===== src/rtl/flash_reader_pkg.sv =====
// Shared types and constants for the flash sample reader and its address generator.
package flash_reader_pkg;

  localparam int unsigned SAMPLE_W   = 16;
  localparam logic [3:0]  BYTEEN_ALL = 4'b1111;
  localparam logic        DIR_FWD    = 1'b0;
  localparam logic        DIR_BWD    = 1'b1;

  typedef enum logic [2:0] {
    ST_IDLE,
    ST_REQ,
    ST_WAIT_DATA,
    ST_OUT_A,
    ST_OUT_B,
    ST_DONE
  } state_t;

  function automatic logic [SAMPLE_W-1:0] pick_half(input logic [31:0] word, input logic upper);
    return upper ? word[31:16] : word[15:0];
  endfunction

endpackage


===== src/rtl/flash_addr_gen.sv =====
// Flash word-address register: start-address reload on restart, wrapping up/down step per word.
module flash_addr_gen
  import flash_reader_pkg::*;
#(
  parameter int unsigned          ADDR_W     = 23,
  parameter logic [ADDR_W-1:0]    START_ADDR = '0,
  parameter logic [ADDR_W-1:0]    END_ADDR   = 23'h07FFFF
) (
  input  logic              inclk,
  input  logic              reset_n,
  input  logic              load,
  input  logic              step,
  input  logic              restart,
  input  logic              direction,
  output logic [ADDR_W-1:0] addr
);

  localparam logic [ADDR_W-1:0] ONE = 1;

  logic [ADDR_W-1:0] addr_q;
  logic [ADDR_W-1:0] dir_start;
  logic [ADDR_W-1:0] stepped;

  assign dir_start = (direction == DIR_BWD) ? END_ADDR : START_ADDR;

  always_comb begin
    stepped = addr_q;
    if (direction == DIR_FWD)
      stepped = (addr_q == END_ADDR) ? START_ADDR : addr_q + ONE;
    else
      stepped = (addr_q == START_ADDR) ? END_ADDR : addr_q - ONE;
  end

  // restart outranks the wrap/step when a word completes
  always_ff @(posedge inclk or negedge reset_n) begin
    if (!reset_n)
      addr_q <= START_ADDR;
    else if (load || (step && restart))
      addr_q <= dir_start;
    else if (step)
      addr_q <= stepped;
  end

  assign addr = addr_q;

endmodule


===== src/rtl/flash_sample_reader.sv =====
// Reads 32-bit flash words over Avalon-MM and plays them as two 16-bit samples paced by sample_tick.
// Optional: PAUSE_MUTE_EN forces audio_data to zero while start_read_flash is low.
module flash_sample_reader
  import flash_reader_pkg::*;
#(
  parameter int unsigned       ADDR_W     = 23,
  parameter logic [ADDR_W-1:0] START_ADDR = 23'h000000,
  parameter logic [ADDR_W-1:0] END_ADDR   = 23'h07FFFF
) (
  input  logic                inclk,
  input  logic                reset_n,
  input  logic                start_read_flash,
  input  logic                direction,
  input  logic                restart,
  input  logic                sample_tick,
  output logic                flash_mem_read,
  output logic [ADDR_W-1:0]   flash_mem_address,
  output logic [3:0]          flash_mem_byteenable,
  input  logic                flash_mem_waitrequest,
  input  logic [31:0]         flash_mem_readdata,
  input  logic                flash_mem_readdatavalid,
  output logic [SAMPLE_W-1:0] audio_data,
  output logic                flash_read_finished
);

  state_t state_q, state_d;

  logic [31:0]         word_q;
  logic                dir_q;
  logic [SAMPLE_W-1:0] audio_q;
  logic                latch_word;
  logic                emit_a;
  logic                emit_b;
  logic                addr_load;
  logic                addr_step;

  flash_addr_gen #(
    .ADDR_W     (ADDR_W),
    .START_ADDR (START_ADDR),
    .END_ADDR   (END_ADDR)
  ) u_addr_gen (
    .inclk     (inclk),
    .reset_n   (reset_n),
    .load      (addr_load),
    .step      (addr_step),
    .restart   (restart),
    .direction (direction),
    .addr      (flash_mem_address)
  );

  always_ff @(posedge inclk or negedge reset_n) begin
    if (!reset_n)
      state_q <= ST_IDLE;
    else
      state_q <= state_d;
  end

  always_comb begin
    state_d             = state_q;
    flash_mem_read      = 1'b0;
    flash_read_finished = 1'b0;
    latch_word          = 1'b0;
    emit_a              = 1'b0;
    emit_b              = 1'b0;
    addr_load           = 1'b0;
    addr_step           = 1'b0;
    unique case (state_q)
      ST_IDLE: begin
        if (start_read_flash) begin
          addr_load = restart;
          state_d   = ST_REQ;
        end
      end
      ST_REQ: begin
        flash_mem_read = 1'b1;
        if (!flash_mem_waitrequest)
          state_d = ST_WAIT_DATA;
      end
      ST_WAIT_DATA: begin
        if (flash_mem_readdatavalid) begin
          latch_word = 1'b1;
          state_d    = ST_OUT_A;
        end
      end
      // pause only freezes the sample phases; an issued Avalon read always completes
      ST_OUT_A: begin
        if (start_read_flash && sample_tick) begin
          emit_a  = 1'b1;
          state_d = ST_OUT_B;
        end
      end
      ST_OUT_B: begin
        if (start_read_flash && sample_tick) begin
          emit_b  = 1'b1;
          state_d = ST_DONE;
        end
      end
      ST_DONE: begin
        flash_read_finished = 1'b1;
        addr_step           = 1'b1;
        state_d             = start_read_flash ? ST_REQ : ST_IDLE;
      end
      default: state_d = ST_IDLE;
    endcase
  end

  always_ff @(posedge inclk or negedge reset_n) begin
    if (!reset_n) begin
      word_q  <= '0;
      dir_q   <= DIR_FWD;
      audio_q <= '0;
    end else begin
      if (latch_word) begin
        word_q <= flash_mem_readdata;
        dir_q  <= direction;
      end
      if (emit_a)
        audio_q <= pick_half(word_q, dir_q == DIR_BWD);
      else if (emit_b)
        audio_q <= pick_half(word_q, dir_q == DIR_FWD);
    end
  end

  assign flash_mem_byteenable = BYTEEN_ALL;

`ifdef PAUSE_MUTE_EN
  assign audio_data = start_read_flash ? audio_q : '0;
`else
  assign audio_data = audio_q;
`endif

endmodule


===== config.mk =====
export PLATFORM = sky130hd
export DESIGN_NAME = flash_sample_reader
export DESIGN_NICKNAME = d
export VERILOG_FILES = /design/src/rtl/flash_reader_pkg.sv /design/src/rtl/flash_addr_gen.sv /design/src/rtl/flash_sample_reader.sv
export SDC_FILE = /design/constraint.sdc
export NUM_CORES = 1
export LEC_CHECK = 0
export BUFFER_PORTS_ARGS = -buffer_cell sky130_fd_sc_hd__buf_2
export CORE_ASPECT_RATIO = 0.7
export CORE_MARGIN = 8
export CORE_UTILIZATION = 45
export CTS_CLUSTER_SIZE = 25
export DETAILED_ROUTE_END_ITERATION = 10
export HOLD_SLACK_MARGIN = 0.1
export PLACE_DENSITY = 0.67
export REMOVE_ABC_BUFFERS = 1
export SLEW_MARGIN = 30
export SYNTH_ARGS = -nofsm -noshare
export SYNTH_HDL_FRONTEND = slang
export SYNTH_HIERARCHICAL = 1
export SYNTH_SLANG_ARGS = --single-unit

===== constraint.sdc =====
create_clock -name inclk -period 2.6 [get_ports inclk]
set_clock_uncertainty 0.05 [all_clocks]
set_input_delay 0.13 -clock inclk [delete_from_list [all_inputs] [get_ports inclk]]
set_output_delay 0.13 -clock inclk [all_outputs]
set_load 0.01 [all_outputs]

After elaboration in Yosys (flattened, before gate mapping)
Index checks and enable logic that the tools add are counted.
{ "word_totals": {"register_bits": 75, "input_bits": 40, "out_inout_bits": 45} }
{ "classes": {"n_addsub": 2, "eq_ne": 11, "muxes": 26, "reduce_logical": 8} }
{ "op_table": {"columns": ["op", "count"], "rows": [
  ["2-to-1 mux 23 bit", 5],
  ["2-to-1 mux 16 bit", 4],
  ["adder 23 x 1 -> 23 bit, second input constant", 1],
  ["== test 23 x 19 -> 1 bit, second input constant", 1],
  ["logical NOT 23 bit", 1],
  ["subtractor 23 x 1 -> 23 bit, second input constant", 1],
  ["2-to-1 mux 19 bit", 1],
  ["one-hot mux 3 bit (6 select lines)", 1],
  ["2-to-1 mux 3 bit", 5],
  ["2-to-1 mux 1 bit", 10],
  ["!= test 2 bit, second input constant", 5],
  ["== test 3 x 2 -> 1 bit, second input constant", 2],
  ["== test 3 bit, second input constant", 2],
  ["AND reduction 5 bit", 1],
  ["nonzero test 2 bit", 2],
  ["== test 3 x 1 -> 1 bit, second input constant", 1],
  ["logical NOT 3 bit", 1],
  ["logical AND 1 bit", 2],
  ["logical OR 1 bit", 1]
]} }

Logic depth before layout (Yosys ltp)
Gate-level depths: netlist (run 1).
{ "logic_depth": {"ltp_word": 5, "mapped_depth": 9, "mapped_depth_nobuf": 8} }

Cells and area by module
The synthesis (run 1) kept the hierarchy.
{ "by_module_without_submodules": {"columns": ["mod", "n_inst", "cells_per_inst", "area_per_inst_um2", "seq_area_each_um2"], "rows": [
  ["flash_sample_reader", 1, 171, 2338.5, 1301.2],
  ["flash_addr_gen", 1, 276, 2124.5, 575.6]
]} }

Worst setup path before layout (run 1)
OpenSTA, ideal clock, no wires.
{ "synth_timing": {"kind": "register to register", "from": "register state_q[0]", "to": "register u_addr_gen.addr_q[11] (netlist: u_addr_gen/addr[11])", "setup_time_ps": 69, "arrival_time_ps": 2380, "required_time_ps": 2481, "slack_ps": 101, "path_stages_with_launch": 8, "n_path_buf": 1, "synth_period_minus_slack_ps": 2499, "path_cell_list": "dfrtp_1 -> inv_1 -> nor3_1 -> or2_2 -> clkbuf_1 -> nand2_2 -> or4_1 -> nand3_1"} }
{ "synth_between": {"elab_chain_cells": 5, "word_cells_on_any_way": 8, "classes_between": "eq/ne (1); mux (3); reduce/logical (4)"} }
{ "synth_rtl": {"columns": ["element", "line_no", "rtl"], "rows": [
  ["start, declared", "flash_sample_reader.sv:26", "state_t state_q, state_d;"],
  ["start signal, assigned", "flash_sample_reader.sv:55", "state_q <= state_d;"],
  ["== test 3 bit *", null, null],
  ["2-to-1 mux 1 bit *", null, null],
  ["net flash_read_finished", "flash_sample_reader.sv:23", "output logic flash_read_finished"],
  ["logical AND 1 bit", "flash_addr_gen.sv:38", "else if (load || (step && restart))"],
  ["logical OR 1 bit", "flash_addr_gen.sv:38", null],
  ["2-to-1 mux 23 bit / nonzero test 2 bit (equally long branches)", null, null],
  ["end signal, assigned", "flash_addr_gen.sv:39", "addr_q <= dir_start;"],
  ["end signal, assigned", "flash_addr_gen.sv:41", "addr_q <= stepped;"],
  ["end, declared", "flash_addr_gen.sv:20", "logic [ADDR_W-1:0] addr_q;"]
]} }
Mark *: on every way through the listed nets, which the timed path passes. The rest lies on a longest branch.
A chain may end at the register's enable or synchronous reset.

Worst setup path in the final report (run 1)
{ "layout_timing": {"from": "register state_q[2]", "to": "register u_addr_gen.addr_q[11] (netlist: u_addr_gen/addr[11])"} }
{ "layout_between": {"word_cells_on_any_way": 8, "classes_between": "eq/ne (1); mux (3); reduce/logical (4)"} }
{ "layout_lines": {"columns": ["element", "line_no", "rtl"], "rows": [
  ["logical NOT 3 bit *", "flash_sample_reader.sv:67", "unique case (state_q)"],
  ["2-to-1 mux 1 bit *", "flash_sample_reader.sv:67", null],
  ["net addr_load", "flash_sample_reader.sv:34", "logic addr_load;"],
  ["logical OR 1 bit *", "flash_addr_gen.sv:38", null],
  ["2-to-1 mux 23 bit / nonzero test 2 bit (equally long branches)", null, null]
]} }
Marks and branches as above.

==> summary.md, run 1 <==
| Metric | Value |
|---|---|
| First-pass GRT wire length | `20760 um` |
| Synthesized netlist cell count | `roughly 450` |
| Period minus WS final | `roughly 2400 ps` |
| DR WL/cell | `approximately 19 um` |
| H-tree Lvls | `3` |
| HP Start | `sample_tick` |
| Mapped Area | `approximately 4500 um2` |
| Chip width | `135.0 um` |
| EDFF count, synth | `0` |
| Setup crit start kind | `register` |
| Clk Latency, worst-skew pair | `~330 ps` |
| Row count | `30` |
| Post-synth top flop | `dfrtp_1` |
| Static leakage | `between 2 and 2.5 nW` |
| Initial DRC Count | `~530` |
| Vias | `approximately 4000` |
| Starting Density | `between 40% and 50%` |
| Core area | `just under 10000 um2` |
| Largest net degree at the start of global routing | `76` |
| Clock sink total | `75` |
| Synth Register Bits | `75` |
| WP data arrival | `between 2000 and 3000 ps` |
| Critical Path RT | `roughly 2800 ps` |
| DRC | `0` |
| Dpl cells | `648` |
| Antenna violations before repair | `0` |
| Post-CTS Setup Bufs | `0` |
| Crit path from | `state_q[2]` |
| Vias per cell | `5.750` |
| Non-filler instance count after layout | `approximately 700` |
| Fin nets | `slightly above 600` |
| GRT Util Overall | `roughly a fifth` |
| Sequential area share after synthesis | `a little over two fifths` |
| Average cell area after synthesis | `~10 um2` |
| VDD IR max | `around 0.00051 V` |
| # IOs | `between 80 and 90` |
| Status | `completed` |
| Yosys cell types | `66` |
| Synth warn | `6` |
| Final WL | `around 13000 um` |
| Worst Max-Slew Pin Slew | `a little under 700 ps` |
| Clock transition at path regs | `~60 ps` |
| Routability cong. | `0.9590` |
| Total Power | `between 6 and 7 mW` |
| Fillers | `843` |
| Antenna viol nets, final | `0` |
| Final hold vios | `0` |
| Share of layout cells above drive strength 1 | `around a third` |
| Crit Path Category | `register to register` |
| Setup violations, final | `0` |
| Multi-input gate area | `~2300 um2` |
| Final Slew Violations | `0` |
| N_diodes | `0` |
| Pre-antenna DRT Iters | `5` |
| FF-to-FF setup slack | `160 ps` |
| Chip height | `~99 um` |
| Gr ovfl total | `0` |
| Clock root buffer | `clkbuf_16` |
| Max_slew headroom | `between 50% and 60%` |
| Asr flop ratio synth | `between 90% and 100%` |
| Dpl hpwl | `approximately 9200 um` |
| IO buf count | `80` |
| Setup_tns | `0 ps` |
| Area Growth Syn to Fin | `26.80%` |
| Max Cap Violations | `0` |
| Max clock buf depth | `2` |
| RSZ-0062 raised after global routing | `false` |
| CTS buffer count | `9` |
| Vias in the first global route | `3905` |
| Pwr/cell area | `~1100 nW/um2` |
| CTS tree | `built` |
| Worst min-delay path class | `input port to register` |
| CP max FO | `10` |
| Fin crit share | `94.00%` |
| Die area | `around 13000 um2` |
| R2R Path Start | `state_q[2]` |
| Max frequency | `409.2 MHz` |
| Reg area | `1878 um2` |
| CP Capture Type | `register` |
[kinds of logic after synthesis]
logic type | synth area share, %
muxes | 11.91
adders and majority gates | 0.8411
xor gates and xnor gates | 2.579
buffers and inverters | 6.056
DFF | 42.05
AOI/OAI and AO/OA | 18.14
other | 0.08402
and+or+nand+nor | 18.33
[layer usage]
| layer | up-vias | share of wire, % | routed length, um | global-route usage, % |
|---|---|---|---|---|
| met5 | - | 0 | 0 | 0 |
| li1 | 1875 | - | - | - |
| met1 | 1908 | 44 | 5666 | 27.09 |
| met4 | 0 | 1.3 | 166 | 5.442 |
| met2 | 211 | 45 | 5853 | 29.33 |
| met3 | 14 | 9.9 | 1283 | 5.136 |
[stage by stage]
stage,cell area (um2),hold slack (ps),utilization [%],setup WS (ps)
3_3_place_gp,4985,291.7,51.47,235.1
4_1_cts,5653,122.9,58.37,171.1
3_5_place_dp,4985,291.8,51.47,194.1
5_1_grt,5659,139.6,58.44,57.46
2_1_floorplan,4242,-215.6,-,171.2
6_report,5659,135.4,58.44,156.0
[cells in the final DEF (no fill, tap or decap), drive strengths merged, types with 18 or more instances in the layout]
cell type / n
dfrtp: 75
mux2: 33
o21ai: 30
buf: 104
nor2: 38
nand2: 24
nand3: 18
a21oi: 41
dlygate4sd3: 33
nor3: 20
[path summary, 6_finish.rpt]
| path | endpoint | depth (start not counted) |
|---|---|---|
| min reg2reg | word_q[14] | 1 |
| max reg2reg | u_addr_gen/addr[11] | 8 |
| min | state_q[2] | 3 |
| min in group asynchronous | u_addr_gen/addr[11] | 2 |
| max in group asynchronous | state_q[0] | 2 |
| max | u_addr_gen/addr[11] | 8 |
[synth_stat cells (all sizes together) (4+ instances only)]
cell / number / area (um2)
nand2: 24 / 92.59
a31oi: 7 / 58.81
mux2i: 16 / 160.2
and2: 4 / 25.02
dfrtp: 75 / 1877
and3: 9 / 56.30
a21oi: 41 / 265.3
o31ai: 5 / 37.54
inv: 10 / 37.54
buf: 22 / 187.7
xor2: 8 / 88.84
nor2: 38 / 142.6
or3: 4 / 25.02
clkbuf: 12 / 45.04
o21ai: 30 / 153.9
nor3: 20 / 116.4
o22ai: 8 / 50.05
o311ai: 5 / 43.80
and4: 4 / 35.03
nand4: 8 / 56.30
nand3: 18 / 90.09
mux2: 33 / 371.6
nor4: 4 / 55.05
[power breakdown]
part / leakage, nW / internal [mW] / total, mW / switching [mW]
clock: 0.162 / 0.896 / 1.39 / 0.491
combinational: 1.42 / 1.22 / 2.61 / 1.39
sequential: 0.902 / 1.69 / 2.19 / 0.495
total: 2.49 / 3.81 / 6.19 / 2.38
[layout make-up]
type	count	area share, %
Sequential cell	75	33.19
Inverter	10	0.6633
Clock inverter	5	1.503
Multi-Input combinational cell	331	41.15
Clock buffer	11	4.466
Tap cell	128	2.830
Timing Repair Buffer	137	16.21
[critical path, cell delays in order (launching register included)]
cell and delay, ps:
dfrtp_1 460, nor2_1 90, and4_1 270, nor2_1 180, nand2_1 190, a31oi_4 280, nand2_2 240, or4_1 510
nand3_1 110
[registers in the layout, indices dropped and copies added (netlist names)]
| signal | flops |
|---|---|
| audio_data | 16 |
| dir_q | 1 |
| state_q | 3 |
| u_addr_gen/addr | 23 |
| word_q | 32 |
[what timing repair did]
item	in CTS	in global routing
hold buffers	33	0
hold endpoints to repair	107	0
setup endpoints to repair	0	2
resized for setup	0	2
(Power assumes the default switching activity.)
==> run 2: changes to the inputs <==
--- a/config.mk
+++ b/config.mk
@@ -15,3 +15,2 @@
 export PLACE_DENSITY = 0.67
-export REMOVE_ABC_BUFFERS = 1
 export SLEW_MARGIN = 30
==> constraint.sdc (replaced) <==
create_clock -name inclk -period 2.6 [get_ports inclk]
set_clock_uncertainty 0.05 [all_clocks]
set_input_delay 0.39 -clock inclk [delete_from_list [all_inputs] [get_ports inclk]]
set_output_delay 0.39 -clock inclk [all_outputs]
set_load 0.01 [all_outputs]
==> run 2 against run 1 <==
Net effect:
- setup slack gained 56 ps
- routed wire length shrank 4.2%
- register-to-register slack gained 60 ps
- clock-buffer cell count shrank 1
- largest power group unchanged
- sequential cell count is the same
- largest cell class unchanged
- utilization shrank 3.2 points
- design area shrank 5.5%
==> summary.md, run 2 (same netlist as run 1, synthesis figures left out) <==
| Metric | Value |
|---|---|
| FF-to-FF setup slack | `210 ps (+60 ps)` |
| Most Used Layer, Global Route | `met2` |
| Vias in the first global route | `3883 (-0.56%)` |
| Area Growth Syn to Fin | `19.82%` |
| Row count | `30 (unchanged)` |
| Fin nets | `578 (-4.8%)` |
| Clock group share of total power | `22.0% (-0.4 points)` |
| Largest net degree at the start of global routing | `47 (-38%)` |
| Worst Max-Slew Pin Slew | `638.6 ps (-41.09 ps)` |
| CP max FO | `13 (+3)` |
| N_diodes | `0 (unchanged)` |
| RSZ-0062 raised after global routing | `false` |
| Chip height | `99.32 um (unchanged)` |
| Hold Path Cell Cnt | `2 (-1)` |
| Gr ovfl total | `0 (unchanged)` |
| Final hold slack | `232.6 ps (+97.25 ps)` |
| Setup crit start kind | `register` |
| Clock sink total | `75 (unchanged)` |
| Pre-antenna DRT Iters | `5 (unchanged)` |
| Setup violations, final | `0 (unchanged)` |
| Clk Latency, worst-skew pair | `330 ps (about the same)` |
| Slowest cell on crit path | `or3_1` |
| Max_slew headroom | `57.27% (+2.6 points)` |
| Final Slew Violations | `0 (unchanged)` |
| Static leakage | `2.360 nW (-5.0%)` |
| Most frequent cells in the layout | `buf_2 (79), dfrtp_1 (75), nor2_1 (38), mux2_2 (33)` |
| Post-CTS Setup Bufs | `0 (unchanged)` |
| CTS buffer count | `9 (unchanged)` |
| CTS tree | `built` |
| CP Capture Type | `register` |
| Pwr/cell area | `1134 nW/um2 (+3.7%)` |
| Routability cong. | `0.9322 (-2.8%)` |
| Cells on worst reg2reg path | `6 (-2)` |
| Die area | `13410 um2 (unchanged)` |
| Antenna viol nets, final | `0 (unchanged)` |
| Switch Pwr | `2.335 mW (-1.9%)` |
| Met2 usage | `28.11% (-1.2 points)` |
| Worst hold path endpoint | `word_q[10]` |
| Clock root buffer | `clkbuf_16` |
| Most common cell after layout, fill and taps aside | `buf_2` |
| GRT Util Overall | `19.03% (-0.51 points)` |
| Count of buffer and inverter cells on the critical path | `0 (unchanged)` |
| Starting Density | `46.09% (unchanged)` |
| Grt met1 use | `26.69% (-0.40 points)` |
| Comb pwr share | `42.1% (about the same)` |
| Setup_tns | `0 ps (unchanged)` |
| Cell breakdown of the critical path | `or3_1, nand4b_4, o21a_1, a41oi_1, o21ai_1, o311ai_1` |
| Clock transition at path regs | `60 ps (about the same)` |
| Chip width | `135.0 um (unchanged)` |
| Antenna violations before repair | `0 (unchanged)` |
| M3 GR Usage | `4.683% (-0.45 points)` |
| Total Power | `6.063 mW (-2.0%)` |
| Int Pwr | `3.728 mW (-2.0%)` |
| Largest register FFs | `32 (unchanged)` |
| DRC | `0 (unchanged)` |
| Period minus WS final | `2388 ps (-56.19 ps)` |
| Max frequency | `418.8 MHz (+2.4%)` |
| Vias per cell | `5.825 (+1.3%)` |
| Largest Register | `word_q` |
| Share of layout cells above drive strength 1 | `34.26% (+1.7 points)` |
| HP Start | `flash_mem_readdata[10]` |
| Fin crit share | `91.84% (-2.2 points)` |
| Crit path from | `u_addr_gen/addr[14]` |
| DR WL/cell | `18.60 um (about the same)` |
| Core area | `9684 um2 (unchanged)` |
| Sequential Power Share | `35.8% (+0.4 points)` |
| Delay-heaviest family, CP | `compound AO/OA/AOI/OAI gates` |
| Final WL | `12430 um (-4.2%)` |
| Vias | `3891 (-2.9%)` |
| IO buf count | `80 (unchanged)` |
| Crit Path Category | `register to register` |
| Max Cap Violations | `0 (unchanged)` |
| Worst min-delay path class | `input port to register` |
| R2r endpoint | `u_addr_gen/addr[7]` |
| H-tree Lvls | `3 (unchanged)` |
| Status | `completed` |
| Initial DRC Count | `332 (-37%)` |
| Max clock buf depth | `2 (unchanged)` |
| Sw Share | `38.51% (about the same)` |
| Worst path max stage delay | `500 ps (about the same)` |
| R2R Path Start | `u_addr_gen/addr[14]` |
| # IOs | `85 (unchanged)` |
| WP data arrival | `2570 ps (-90 ps)` |
| Final hold vios | `0 (unchanged)` |
| Critical Path RT | `2780 ps (-30 ps)` |
| First-pass GRT wire length | `20340 um (-2.0%)` |
| VDD IR max | `0.0005698 V (+12%)` |
| Dpl hpwl | `9183 um (+0.27%)` |
## run 2: repair_timing
action | in CTS | in global routing
gates resized for setup | 0 | 0
endpoints found under the hold margin | 45 | 0
hold buffers | 1 | 0
## run 2: power groups by stage
stage | clock, mW | combinational, mW | sequential [mW]
finish | 1.34 | 2.55 | 2.17
detailed placement | 0 | 2.55 | 2.20
floorplan | 0 | 1.90 | 2.12
global route | 1.42 | 2.79 | 2.27
global placement | 0 | 2.50 | 2.16
CTS | 1.37 | 2.56 | 2.18
## run 2: stage by stage
stage          utilization [%]  cell area (um2)  setup slack, ps  cells
6_report                 55.22             5348            212.2    668
5_1_grt                  55.22             5348            80.82    668
4_1_cts                  55.22             5348            275.3    668
3_5_place_dp             51.83             5020            275.2    651
3_3_place_gp             51.83             5020            324.5    651
2_1_floorplan                -             4474            101.2    450
## run 2: worst max path at each step
stage                               end  slack [ps]  cells past startpoint
floorplan           u_addr_gen/addr[11]         100                      7
finish               u_addr_gen/addr[7]         210                      6
global placement    u_addr_gen/addr[19]         320                      5
detailed placement  u_addr_gen/addr[17]         280                      7
global route        u_addr_gen/addr[15]          80                      8
CTS                 u_addr_gen/addr[15]         280                      8
## run 2: per-layer routing
| layer | routed length (um) | part of all wire (%) |
|---|---|---|
| met1 | 5646 | 45 |
| met4 | 121 | 0.97 |
| met3 | 1246 | 10 |
| met5 | 0 | 0 |
| met2 | 5413 | 44 |
## run 2: final cells by class
cell class | count | area [um2]
repair buffers | 108 | 628.1
fillers | 890 | 4337
multi-input cells | 331 | 2327
clock buffers | 10 | 229.0
well taps | 128 | 160.2
flip-flops and latches | 75 | 1877
inverters | 10 | 37.54
clock inverters | 6 | 88.84
